==> src/rtl/sbox_share_sched.sv <==
// sbox_share_sched: time-multiplexes one 32-bit substitution unit between
// key expansion (single-word SubWord, always forward) and the round datapath
// (128-bit SubBytes / InvSubBytes, issued as four words MSW first).
// Round-robin arbitration per transaction, one transaction in flight.
// Optional build macro SBOX_SCHED_PERF_EN adds saturating handshake counters.
//
// state  | meaning
// IDLE   | arbitrate and accept one request
// KY_RUN | issue the latched key word
// ST_RUN | issue state words 0..3, MSW first
// DRAIN  | SUB_LAT=1 only: capture the final word
// KY_RSP | key result valid, wait for ky_rsp_ready
// ST_RSP | state result valid, wait for st_rsp_ready
module sbox_share_sched #(
  parameter int SUB_LAT = 0
) (
  input  logic         clk,
  input  logic         reset_n,
  input  logic         ky_req_valid,
  output logic         ky_req_ready,
  input  logic [31:0]  ky_req_word,
  output logic         ky_rsp_valid,
  input  logic         ky_rsp_ready,
  output logic [31:0]  ky_rsp_word,
  input  logic         st_req_valid,
  output logic         st_req_ready,
  input  logic         st_req_dir,
  input  logic [127:0] st_req_data,
  output logic         st_rsp_valid,
  input  logic         st_rsp_ready,
  output logic [127:0] st_rsp_data,
  output logic         sub_valid,
  output logic         sub_dir,
  output logic [31:0]  sub_word,
  input  logic [31:0]  sub_result
`ifdef SBOX_SCHED_PERF_EN
  ,
  input  logic         perf_clr,
  output logic [15:0]  perf_ky_cnt,
  output logic [15:0]  perf_st_cnt
`endif
);

  typedef enum logic [2:0] {
    IDLE   = 3'd0,
    KY_RUN = 3'd1,
    ST_RUN = 3'd2,
    DRAIN  = 3'd3,
    KY_RSP = 3'd4,
    ST_RSP = 3'd5
  } state_t;

  state_t       state;
  logic [1:0]   cnt;         // index of the word currently on sub_word
  logic         last_st;     // 1 = last grant went to the state requester
  logic         cur_st;      // 1 = transaction in flight is a state request
  logic [127:0] data_q;
  logic         cap_d;       // an issue happened last cycle (SUB_LAT=1 capture)
  logic [1:0]   cap_slot_d;
  logic         cap_en;
  logic [1:0]   cap_slot;
  logic         ky_grant;
  logic         st_grant;

  function automatic logic [31:0] word_sel(input logic [127:0] d, input logic [1:0] k);
    logic [31:0] w;
    case (k)
      2'd0:    w = d[127:96];
      2'd1:    w = d[95:64];
      2'd2:    w = d[63:32];
      default: w = d[31:0];
    endcase
    return w;
  endfunction

  // Grant decode: ties go to the requester that was not served last.
  // Gated by reset_n so nothing can be accepted while reset is held.
  always_comb begin
    ky_grant = 1'b0;
    st_grant = 1'b0;
    if (reset_n && state == IDLE) begin
      ky_grant = ky_req_valid && (!st_req_valid || last_st);
      st_grant = st_req_valid && (!ky_req_valid || !last_st);
    end
  end

  assign ky_req_ready = ky_grant;
  assign st_req_ready = st_grant;

  // Capture point: issue cycle for a combinational unit, one cycle later otherwise.
  always_comb begin
    cap_en   = sub_valid;
    cap_slot = cnt;
    if (SUB_LAT != 0) begin
      cap_en   = cap_d;
      cap_slot = cap_slot_d;
    end
  end

  // Scheduler FSM with registered issue and response outputs.
  always_ff @(posedge clk or negedge reset_n) begin
    if (!reset_n) begin
      state        <= IDLE;
      cnt          <= 2'd0;
      last_st      <= 1'b1;
      cur_st       <= 1'b0;
      data_q       <= '0;
      cap_d        <= 1'b0;
      cap_slot_d   <= 2'd0;
      sub_valid    <= 1'b0;
      sub_dir      <= 1'b0;
      sub_word     <= '0;
      ky_rsp_valid <= 1'b0;
      ky_rsp_word  <= '0;
      st_rsp_valid <= 1'b0;
      st_rsp_data  <= '0;
    end else begin
      cap_d      <= (SUB_LAT != 0) && sub_valid;
      cap_slot_d <= cnt;

      if (cap_en) begin
        if (!cur_st) begin
          ky_rsp_word <= sub_result;
        end else begin
          case (cap_slot)
            2'd0:    st_rsp_data[127:96] <= sub_result;
            2'd1:    st_rsp_data[95:64]  <= sub_result;
            2'd2:    st_rsp_data[63:32]  <= sub_result;
            default: st_rsp_data[31:0]   <= sub_result;
          endcase
        end
      end

      case (state)
        IDLE: begin
          if (ky_grant) begin
            sub_valid <= 1'b1;
            sub_word  <= ky_req_word;
            sub_dir   <= 1'b0;
            cur_st    <= 1'b0;
            last_st   <= 1'b0;
            cnt       <= 2'd0;
            state     <= KY_RUN;
          end else if (st_grant) begin
            data_q    <= st_req_data;
            sub_valid <= 1'b1;
            sub_word  <= st_req_data[127:96];
            sub_dir   <= st_req_dir;
            cur_st    <= 1'b1;
            last_st   <= 1'b1;
            cnt       <= 2'd0;
            state     <= ST_RUN;
          end
        end
        KY_RUN: begin
          sub_valid <= 1'b0;
          if (SUB_LAT == 0) begin
            ky_rsp_valid <= 1'b1;
            state        <= KY_RSP;
          end else begin
            state <= DRAIN;
          end
        end
        ST_RUN: begin
          if (cnt == 2'd3) begin
            sub_valid <= 1'b0;
            if (SUB_LAT == 0) begin
              st_rsp_valid <= 1'b1;
              state        <= ST_RSP;
            end else begin
              state <= DRAIN;
            end
          end else begin
            cnt      <= cnt + 2'd1;
            sub_word <= word_sel(data_q, cnt + 2'd1);
          end
        end
        DRAIN: begin
          if (cur_st) begin
            st_rsp_valid <= 1'b1;
            state        <= ST_RSP;
          end else begin
            ky_rsp_valid <= 1'b1;
            state        <= KY_RSP;
          end
        end
        KY_RSP: begin
          if (ky_rsp_ready) begin
            ky_rsp_valid <= 1'b0;
            state        <= IDLE;
          end
        end
        ST_RSP: begin
          if (st_rsp_ready) begin
            st_rsp_valid <= 1'b0;
            state        <= IDLE;
          end
        end
        default: state <= IDLE;
      endcase
    end
  end

`ifdef SBOX_SCHED_PERF_EN
  // Saturating counts of completed response handshakes; clear wins over count.
  always_ff @(posedge clk or negedge reset_n) begin
    if (!reset_n) begin
      perf_ky_cnt <= '0;
      perf_st_cnt <= '0;
    end else if (perf_clr) begin
      perf_ky_cnt <= '0;
      perf_st_cnt <= '0;
    end else begin
      if (ky_rsp_valid && ky_rsp_ready && perf_ky_cnt != 16'hffff)
        perf_ky_cnt <= perf_ky_cnt + 16'd1;
      if (st_rsp_valid && st_rsp_ready && perf_st_cnt != 16'hffff)
        perf_st_cnt <= perf_st_cnt + 16'd1;
    end
  end
`endif

endmodule

==> config.mk <==
export PLATFORM = sky130hd
export DESIGN_NAME = sbox_share_sched
export DESIGN_NICKNAME = d
export VERILOG_FILES = /design/src/rtl/sbox_share_sched.sv
export SDC_FILE = /design/constraint.sdc
export NUM_CORES = 1
export LEC_CHECK = 0
export BUFFER_PORTS_ARGS = -buffer_cell sky130_fd_sc_hd__buf_2
export CAP_MARGIN = 15
export CORE_MARGIN = 1
export CORE_UTILIZATION = 45
export CTS_CLUSTER_DIAMETER = 120
export DETAILED_ROUTE_END_ITERATION = 7
export GPL_ROUTABILITY_DRIVEN = 0
export PLACE_DENSITY = 0.75
export SLEW_MARGIN = 40
export SYNTH_ARGS = -nofsm -noshare
export SYNTH_HDL_FRONTEND = slang
export SYNTH_SLANG_ARGS = --single-unit
==> constraint.sdc <==
create_clock -name clk -period 2.9 [get_ports clk]
set_input_delay 0.725 -clock clk [delete_from_list [all_inputs] [get_ports clk]]
set_output_delay 0.725 -clock clk [all_outputs]
set_load 0.02 [all_outputs]
== After elaboration in Yosys (flattened, before gate mapping) ==
Cells that the tools add are included.
Storage, ports and cells
  bits in registers: 331
  output and inout port bits: 198
Operators by class
  add/sub/neg operators: 1
  equality and inequality tests: 17
  mux-type cells: 32
  bitwise operators: 3
  reductions and logical operators: 29
Operators by type and width (number)
  2-to-1 mux 32 bit: 3
  case mux 32 bit (3 select lines): 1
  case mux 32 bit (2 select lines): 1
  AND reduction 3 bit: 8
  case mux 3 bit (6 select lines): 1
  2-to-1 mux 3 bit: 5
  2-to-1 mux 1 bit: 14
  != test 2 bit (second input constant): 6
  case mux 1 bit (3 select lines): 3
  nonzero test 3 bit: 3
  AND reduction 4 bit: 2
  equality test 2 bit (second input constant): 3
  equality test 3 x 2 -> 1 bit (second input constant): 2
  equality test 3 bit (second input constant): 2
  2-to-1 mux 2 bit: 3
  equality test 2 x 1 -> 1 bit (second input constant): 2
  logical NOT 2 bit: 2
  case mux 2 bit (2 select lines): 1
  AND reduction 2 bit: 2
  nonzero test 2 bit: 2
  equality test 3 x 1 -> 1 bit (second input constant): 1
  logical AND 1 bit: 3
  logical NOT 1 bit: 3
  logical NOT 3 bit: 1
  other kinds (5): 8

== Depth between registers and ports, before layout ==
Gate-level depths: netlist of the first run.
  depth in word-level cells: 7
  depth in mapped cells: 7

== Least setup slack after synthesis of the first run ==
Ideal clock, no wire load.
  path type: input to output
  from: in ky_req_valid
  to: out st_req_ready
  arrival: 1.881 ns
  data required time: 2.175 ns
  setup slack: 0.294 ns
  stages: 6
  cell sequence: buf_2 a21boi_1 and2_1 buf_2 buf_6 buf_2
Between the ends
  longest elaborated chain between the ends: 4
Ends and longest elaborated chain
  start: declaration: line 19  | input logic ky_req_valid,
  logical NOT 1 bit: line 83  | st_grant = st_req_valid && (!ky_req_valid || !last_st);
  logical OR 1 bit: line 83
  logical AND 1 bit: line 83
  2-to-1 mux 1 bit: line 81  | if (reset_n && state == IDLE) begin
  end: declaration: line 26  | output logic st_req_ready,
No other way between the ends.

== Final worst setup path of the first run ==
  from: reg state[2]
  to: out st_req_ready
Between the ends
  longest elaborated chain between the ends: 3
Ends and longest elaborated chain
  start: declaration: line 53  | state_t state;
  start signal: assignment: line 103  | state <= IDLE;
  start signal: assignment: line 143  | state <= KY_RUN;
  start signal: assignment: line 152  | state <= ST_RUN;
  logical NOT 3 bit: line 81
  logical AND 1 bit: line 81
  2-to-1 mux 1 bit: line 81
No other way between the ends.

==> metrics.sh, run 1 <==
SYNTH_FF_TYPE='dfrtp_1'
CLOCK_TREE.ROOT_CELL='clkbuf_16'
OUTCOME='complete, no violations'
DIE-WIDTH_UM=180
YOSYS_WARNINGS=0
P_LEAK_nW=7.95
TIMING_MAX_TRANSITION_VIOLATIONS_FINAL=0
SYNTH_TOP_CELL_BY_AREA='dfrtp_1'
FINALCRITPERIODSHARE_PCT=95.9
CORE_REGION_AREA_UM2=30900
FINALCRITICALPERIOD_NS=2.78
SETUP_SLACK_NS=0.118
POWER.SWITCHING_mW=8.25
TIMING_WORST_SETUP_PATH_TYPE='flop to output pin'
GRT_ANTENNA_BEFORE_REPAIR=9
TRANSITION_TIME_AT_THE_PIN_WITH_THE_LEAST_SLEW_MARGIN_NS=0.717
GRT_PASS1_VIAS=11393
CTS_TREE='built'
ROWS=64
PATH_BUF_INV=1
TIMING.CRITICAL_PATH.MAX_DELAY_FAMILY='simple AND/OR/NAND/NOR gates'
SYNTHTOPCELLSBYCOUNT='330 x dfrtp_1, 257 x mux2_1, 58 x clkbuf_1'
CLKPWRFRAC_PCT=21.9
TRITONCTS.NUM_BUFFERS=35
FMAX_GHz=0.359
DRTPASS1ITERATIONS=5
SYNTH_FA_HA_AREA_SHARE_PCT=0.613
CRITICAL_PATH.MAX_FANOUT=13
YOSYSUNIQUECELLTYPES=46
STAGES_ON_WORST_SETUP_PATH=3
SHARE_COMB_OF_TOTAL_POWER_PCT=39.7
FILLCELLCOUNT=2496
CRIT_CHAIN='nor4b_4, and2_4, buf_2'
CLOCK-SINKS=331
CTSLONGESTPATHBUFFERS=3
RESIDUAL_DRC=0
POST_SYNTH_NET_TOTAL=1282
POSTROUTEANTENNANETS=0
IR_DROP_uV=563
MAX_SLEW_MARGIN_PCT=52.2
CLK_PIN_SLEW_WORST_PATHS_NS=0.06
VIAS=10981
CRITPATHMAXSTAGEDELAY_NS=0.60
SYNTH_COMPOUND_GATE_AREA_SHARE_PCT=13.0
WORST_SKEW_PAIR.LATE_LATENCY_NS=0.50
SYNTH_TOP_AREA_SHARE_PCT=57.8
PLACE_INST=1797
POSTSYNTH.ASYNCRESETSHARE_PCT=100
SLOWEST_STAGE='dfrtp_1'
CTS_POST_SETUP_BUFFERS_INSERTED=0
LAYOUT-DRIVE-GT1-SHARE_PCT=34.2
RSZ0062_AT_GRT='no'
IOPINCOUNT=397
FINALWIRELENGTH_UM=41400
WL_PER_CELL_UM=22.2
DRT-VIAS-PER-INSTANCE=5.89
CP_DATA_ARRIVAL_TIME_NS=2.06
POST-SYNTH-TOP-COUNT-CELL='dfrtp_1'
REG2REG_DEPTH=4
CAP_VIOL_MAX_COUNT=0
SHARE_SEQ_OF_TOTAL_POWER_PCT=38.4
PWR_DENSITY_CELL_nW_PER_UM2=1190
SYNTH_ENABLE_FLOP_CELLS=0
CP-END-KIND='output pin'
GLOBAL_ROUTE_WIRE_LENGTH_BEFORE_REPAIR_UM=65500
STARTPOINT_TYPE='flop'
SWITCHING_POWER_AS_A_SHARE_OF_TOTAL_POWER_PCT=38.8
PORT-BUFFER-COUNT=396
DRT_ITER0_DRC=856
TOTALNEGATIVESETUPSLACK_NS=0
FINAL_STANDARD_CELL_COUNT_WITH_TAPS_INCLUDED_AND_FILLERS_EXCLUDED=1863
AREA_SHARE_OF_AND_OR_NAND_NOR_CELLS_AFTER_SYNTHESIS_PCT=3.77
DETAILEDPLACE.WORSTSLACK_NS=0.441
CTSHOLDBUFFERS=0
CLOCK_SKEW_NS=0.0155
CTS_RESIZED=0
YOSYSSEQAREASHARE_PCT=57.9
DP_HPWL_UM=28300
HOLD_PATH.CLASS='primary input to asynchronous set/reset pin'
SYN_TO_FINAL_GROWTH_PCT=25.4
NETLIST_AREA_UM2=14300
POWER.INTERNAL_mW=13.0
TOTAL_GRT_USAGE_PCT=25.5
HOLD_VIOL_FINAL=0
SYNTH_MUX_AREA_SHARE_PCT=20.5
CRITICAL_PATH_REQUIRED_NS=2.17
LARGEST_NET_DEGREE_AT_THE_START_OF_GLOBAL_ROUTING=92
TOTAL_SETUP_VIOLATIONS_REPORTED_AT_THE_END_OF_THE_FLOW=0
GRT_OVERFLOW=0
SYNTH_AREA_LEADERS='dfrtp_1 58%, mux2_1 20%, a221o_1 2.2%, a41oi_1 2.0%, o311ai_1 2.0%'
START_UTIL_PCT=46.3
SYNTH-SEQ-CELLS=331
AVERAGE_CELL_AREA_AFTER_SYNTHESIS_UM2=13.3
DOMINANT_COMBINATIONAL_CELL_FAMILY_BY_AREA_AFTER_SYNTHESIS='multiplexers'
OVERALL_DIE_HEIGHT_UM=180
YOSYS.AREA_SHARE.XOR_XNOR_PCT=0
FINAL_NET_COUNT=1644
H-TREE-DEPTH=2
DESIGN.DIE.AREA_UM2=32500
NETLIST_INSTANCES=1076
## cells in the final DEF, fill, tap and decap left out, types with 34 or more instances in the layout
cell	n
a21oi_1	40
buf_2	395
clkbuf_16	37
dfrtp_1	330
mux2_1	257
nand3_1	34
## layer usage
metal / wire, um / global-route usage (%)
met3: 3840 / 7.19
met2: 19900 / 42.2
met1: 16400 / 32.3
met5: 50 / 0
met4: 1200 / 8.38
## final timing paths
check	start	end	slack [ns]
worst max-delay path	state[2]	st_req_ready	0.12
worst min-delay path	reset_n	sub_word[29]	0.04
worst max register to register	state[2]	data_q[75]	0.59
worst min register to register	st_rsp_data[25]	st_rsp_data[25]	0.48
max in group asynchronous	reset_n	st_rsp_data[81]	1.70
min in group clk	st_req_data[88]	data_q[88]	0.44
## worst reg2reg max path, cell delays in order (launching register included)
cell and delay (ns):
dfrtp_1 0.60, nor4b_4 0.44, and2_4 0.31, buf_12 0.35, mux2_1 0.49
## flip-flops by register name, indices dropped and copies added (netlist names)
name,flops
cap_slot,2
ky_rsp_word,32
sub_valid,1
st_rsp_data,128
state,3
cur_st,1
sub_word,32
data_q,128
st_rsp_valid,1
ky_rsp_valid,1
last_st,1
sub_dir,1
## area by class of cell
cell class              instances  area [um2]  area share [%]
repair buffers                426        2320            12.9
clock inverters                15         205            1.14
multi-input cells             604        5470            30.5
inverters                      40         150           0.837
clock buffers                  46        1000            5.57
well taps                     396         495            2.76
diodes                          5        12.5          0.0698
flip-flops and latches        331        8280            46.2
## per-stage QoR
| stage | util, % | power [mW] | cell area (um2) | hold WS [ns] |
|---|---|---|---|---|
| after floorplan | - | 13.4 | 14300 | 0.429 |
| after global placement | 53.9 | 16.3 | 16700 | 0.468 |
| after detailed placement | 54.1 | 16.6 | 16700 | 0.475 |
| after CTS | 58.0 | 21.4 | 17900 | 0.0224 |
| after global routing | 58.0 | 22.5 | 17900 | 0.0340 |
| final | 58.0 | 21.3 | 17900 | 0.0410 |
## cells by family (layout without fill, tap and decap cells)
kind of cell | Yosys count | in the layout
adder cells (fa/ha/maj) | 7 | 7
AND/OR/NAND/NOR | 87 | 87
AO/OA/AOI/OAI | 250 | 250
flip-flops | 331 | 331
other | 0 | 5
multiplexers | 260 | 260
buffers and inverters | 141 | 527
## power by group through the flow
| stage | Combinational, mW | Clock, mW | Sequential [mW] |
|---|---|---|---|
| 2_1_floorplan | 3.90 | 0 | 9.54 |
| 3_3_place_gp | 8.24 | 0 | 8.08 |
| 5_1_grt | 9.06 | 4.95 | 8.45 |
| 4_1_cts | 8.49 | 4.77 | 8.17 |
| 3_5_place_dp | 8.43 | 0 | 8.22 |
| 6_report | 8.45 | 4.66 | 8.17 |
Note: power is estimated with default switching activity, not from simulation.
==> inputs of run 2 (changes only) <==
--- a/config.mk
+++ b/config.mk
@@ -5,6 +5,7 @@
 export SDC_FILE = /design/constraint.sdc
 export NUM_CORES = 1
 export LEC_CHECK = 0
+export ABC_AREA = 1
 export BUFFER_PORTS_ARGS = -buffer_cell sky130_fd_sc_hd__buf_2
 export CAP_MARGIN = 15
 export CORE_MARGIN = 1
@@ -12,7 +13,7 @@
 export CTS_CLUSTER_DIAMETER = 120
 export DETAILED_ROUTE_END_ITERATION = 7
 export GPL_ROUTABILITY_DRIVEN = 0
-export PLACE_DENSITY = 0.75
+export PLACE_DENSITY = 0.76
 export SLEW_MARGIN = 40
 export SYNTH_ARGS = -nofsm -noshare
 export SYNTH_HDL_FRONTEND = slang
==> run 2 against run 1 <==
Compared with the run above: count of clock-buffer cells in the layout is 7 higher; first-iteration DRC count is 38% higher; maximum frequency rose by 2.7%; clock skew rose by 0.012 ns; critical path depth rose by 1; routed wire length grew 4.9%; worst hold slack better by 0.32 ns; combinational power is 3.0% higher; synthesized cell count up 55%; sequential power is 0.5% lower; sequential cell count did not move.
==> metrics.sh, run 2 <==
PORT-BUFFER-COUNT=396  # unchanged
CRITPATHMAXSTAGEDELAY_NS=0.45  # -0.15 ns
CORE_REGION_AREA_UM2=30700  # -0.78%
DRTPASS1ITERATIONS=5  # unchanged
DRT-VIAS-PER-INSTANCE=5.26  # -11%
GLOBAL_ROUTE_WIRE_LENGTH_BEFORE_REPAIR_UM=66400  # +1.4%
MET2_LENGTH_UM=20500  # +3.0%
WORST_SKEW_PAIR.LATE_LATENCY_NS=0.52  # +0.02 ns
OUTCOME='complete, no violations'
HIGHEST-SIGNAL-LAYER='met5'
DESIGN.DIE.AREA_UM2=32000  # -1.6%
MET3_LAYER_WIRE_LENGTH_IN_THE_ROUTED_DESIGN_UM=4240  # +10%
CRITICAL_PATH_REQUIRED_NS=2.17  # about the same
SHARE_COMB_OF_TOTAL_POWER_PCT=40.5  # +0.8 points
MAX_SLEW_MARGIN_PCT=47.3  # -4.9 points
RSZ0062_AT_GRT='no'
CTS_TREE='built'
TIMING.CRITICAL_PATH.MAX_DELAY_FAMILY='simple AND/OR/NAND/NOR gates'
SYNTH_ENABLE_FLOP_CELLS=0  # unchanged
FINAL_CELL_MIX='785 x nand2_1, 395 x buf_2, 330 x dfrtp_1'
TIMING_WORST_SETUP_PATH_TYPE='flop to output pin'
CLOCK-SINKS=331  # unchanged
SHARE_SEQ_OF_TOTAL_POWER_PCT=37.8  # -0.6 points
FINAL_NET_COUNT=2234  # +36%
CLOCK_TREE.ROOT_CELL='clkbuf_16'
TOTAL_GRT_USAGE_PCT=26.9  # +1.4 points
POWER.SWITCHING_mW=9.10  # +10%
ROWS=64  # unchanged
SYNTH_TOP_CELL_BY_AREA='dfrtp_1'
NETLIST_AREA_UM2=14100  # -1.6%
H-TREE-DEPTH=2  # unchanged
DRT_ITER0_DRC=1184  # +38%
TOTAL_SETUP_VIOLATIONS_REPORTED_AT_THE_END_OF_THE_FLOW=0  # unchanged
YOSYSSEQAREASHARE_PCT=58.9  # +0.96 points
FINALCRITICALPERIOD_NS=2.71  # -0.0720 ns
CP_DATA_ARRIVAL_TIME_NS=1.99  # -0.07 ns
SYNTH_TOP_AREA_SHARE_PCT=58.7  # +0.96 points
SYNTH_FF_TYPE='dfrtp_1'
FIN_WORST_HOLD_SLACK_NS=0.358  # +0.317 ns
PWR_DENSITY_CELL_nW_PER_UM2=1220  # +2.6%
CTS_POST_SETUP_BUFFERS_INSERTED=0  # unchanged
AVERAGE_CELL_AREA_AFTER_SYNTHESIS_UM2=8.45  # -36%
GRT_ANTENNA_BEFORE_REPAIR=7  # -2
LARGEST_REGISTERS='data_q: 128 flops, st_rsp_data: 128 flops'
YOSYSUNIQUECELLTYPES=23  # -50%
CLOCK_SKEW_NS=0.0272  # +0.0118 ns
LAYOUT.CELLS.MOST_COMMON='nand2_1'
POST-SYNTH-TOP-COUNT-CELL='nand2_1'
TRITONCTS.NUM_BUFFERS=36  # +2.9%
SWITCHING_POWER_AS_A_SHARE_OF_TOTAL_POWER_PCT=42.4  # +3.6 points
CLKPWRFRAC_PCT=21.7  # -0.2 points
CTSLONGESTPATHBUFFERS=3  # unchanged
SYNTH-SEQ-CELLS=331  # unchanged
CTS_RESIZED=0  # unchanged
PATH_BUF_INV=1  # unchanged
GRT_OVERFLOW=0  # unchanged
ROUTEDLENGTHMET1_UM=17200  # +4.4%
YOSYS_WARNINGS=0  # unchanged
DP_HPWL_UM=28900  # +2.3%
SLOWEST_STAGE='dfrtp_1'
POWER.INTERNAL_mW=12.4  # -5.0%
FINALCRITPERIODSHARE_PCT=93.5  # -2.5 points
CP-END-KIND='output pin'
TIMING_MAX_TRANSITION_VIOLATIONS_FINAL=0  # unchanged
STARTPOINT_TYPE='flop'
TOTALNEGATIVESETUPSLACK_NS=0  # unchanged
DIE-WIDTH_UM=179  # -0.81%
VIAS=12905  # +18%
SYN_TO_FINAL_GROWTH_PCT=25.4  # about the same
P_LEAK_nW=9.61  # +21%
POST_SYNTH_NET_TOTAL=1871  # +46%
CRITICAL_PATH.MAX_FANOUT=12  # -1
POSTSYNTH.ASYNCRESETSHARE_PCT=100  # unchanged
HOLD_PATH.CLASS='primary input to asynchronous set/reset pin'
POSTROUTEANTENNANETS=0  # unchanged
SYNTHTOPCELLSBYCOUNT='786 x nand2_1, 330 x dfrtp_1, 169 x o21ai_0'
FILLCELLCOUNT=2773  # +11%
TOTAL_POWER_mW=21.5  # +0.97%
LARGEST_NET_DEGREE_AT_THE_START_OF_GLOBAL_ROUTING=161  # +75%
NETLIST_INSTANCES=1665  # +55%
GRT_PASS1_VIAS=12388  # +8.7%
FMAX_GHz=0.369  # +2.7%
SYNTH_AREA_LEADERS='dfrtp_1 59%, nand2_1 21%, o21ai_0 6.0%, nand3_1 2.5%, inv_1 2.1%'
CAP_VIOL_MAX_COUNT=0  # unchanged
START_UTIL_PCT=45.9  # -0.40 points
OVERALL_DIE_HEIGHT_UM=179  # -0.81%
CTSHOLDBUFFERS=0  # unchanged
RESIDUAL_DRC=0  # unchanged
CRIT_CHAIN='nor2_2, nand3_4, nor2_4, buf_2'
DETAILEDPLACE.WORSTSLACK_NS=0.561  # +0.119 ns
MULTI_INPUT_COMB_AREA_UM2=5060  # -7.5%
SEQ_AREA_UM2=8280  # unchanged
FINALWIRELENGTH_UM=43400  # +4.9%
TRANSITION_TIME_AT_THE_PIN_WITH_THE_LEAST_SLEW_MARGIN_NS=0.789  # +0.0722 ns
IR_DROP_uV=841  # +49%
CLK_PIN_SLEW_WORST_PATHS_NS=0.06  # about the same
LAYOUT-DRIVE-GT1-SHARE_PCT=24.1  # -10 points
IOPINCOUNT=397  # unchanged
HOLD_VIOL_FINAL=0  # unchanged
SETUP_SLACK_NS=0.190  # +0.0720 ns
WL_PER_CELL_UM=17.7  # -20%
run 2: changes by cell type after synthesis, moves of 33 or more:
cell,delta
mux2_1,-257
nand3_1,+33
o21ai_0,+167
inv_1,+69
nand2_1,+784
run 2: cells by family (layout without fill, tap and decap cells):
logic type | count (synthesis) | count (layout) | share of synthesized area [%]
AND/OR/NAND/NOR | 876 | 876 | 24.4
flip-flops | 331 | 331 | 58.9
AO/OA/AOI/OAI | 271 | 271 | 10.8
buffers and inverters | 180 | 567 | 5.29
adder cells (fa/ha/maj) | 7 | 7 | 0.623
other | 0 | 6 | 0
run 2: final cells by class:
cell class	instances	area share, %
clock buffer	53	5.98
antenna	6	0.0851
multi-input combinational	1154	28.7
sequential	331	47.0
inverter	83	1.79
tap	396	2.81
clock inverter	9	0.766
timing repair buffer	422	12.9
run 2: final timing paths:
path	start	end	slack, ns	cells after the start
min in group clk	st_req_data[62]	data_q[62]	0.41	3
max	state[0]	st_req_ready	0.19	4
max reg2reg	state[0]	cap_slot[0]	0.68	7
min	reset_n	sub_word[26]	0.36	2
max in group asynchronous	reset_n	st_rsp_data[30]	1.27	4
min reg2reg	data_q[39]	data_q[39]	0.47	2
run 2: through the flow:
stage	utilization [%]	instances	instance area [um2]
floorplan	-	1665	14100
global placement	53.5	2385	16400
detailed placement	53.5	2385	16400
CTS	57.4	2447	17600
global route	57.5	2453	17600
finish	57.5	2454	17600
run 2: per-layer routing:
| layer | GRT usage (%) | up-vias |
|---|---|---|
| li1 | - | 5981 |
| met1 | 35.4 | 6168 |
| met2 | 42.8 | 645 |
| met3 | 6.30 | 109 |
| met4 | 11.0 | 2 |
| met5 | 0 | - |
run 2: power groups by stage:
stage | Clock (mW) | Combinational, mW | Sequential, mW
finish | 4.66 | 8.70 | 8.13
global route | 4.91 | 9.62 | 8.36
CTS | 4.72 | 8.70 | 8.10
detailed placement | 0 | 8.70 | 8.09
global placement | 0 | 8.45 | 8.06
floorplan | 0 | 3.98 | 9.54
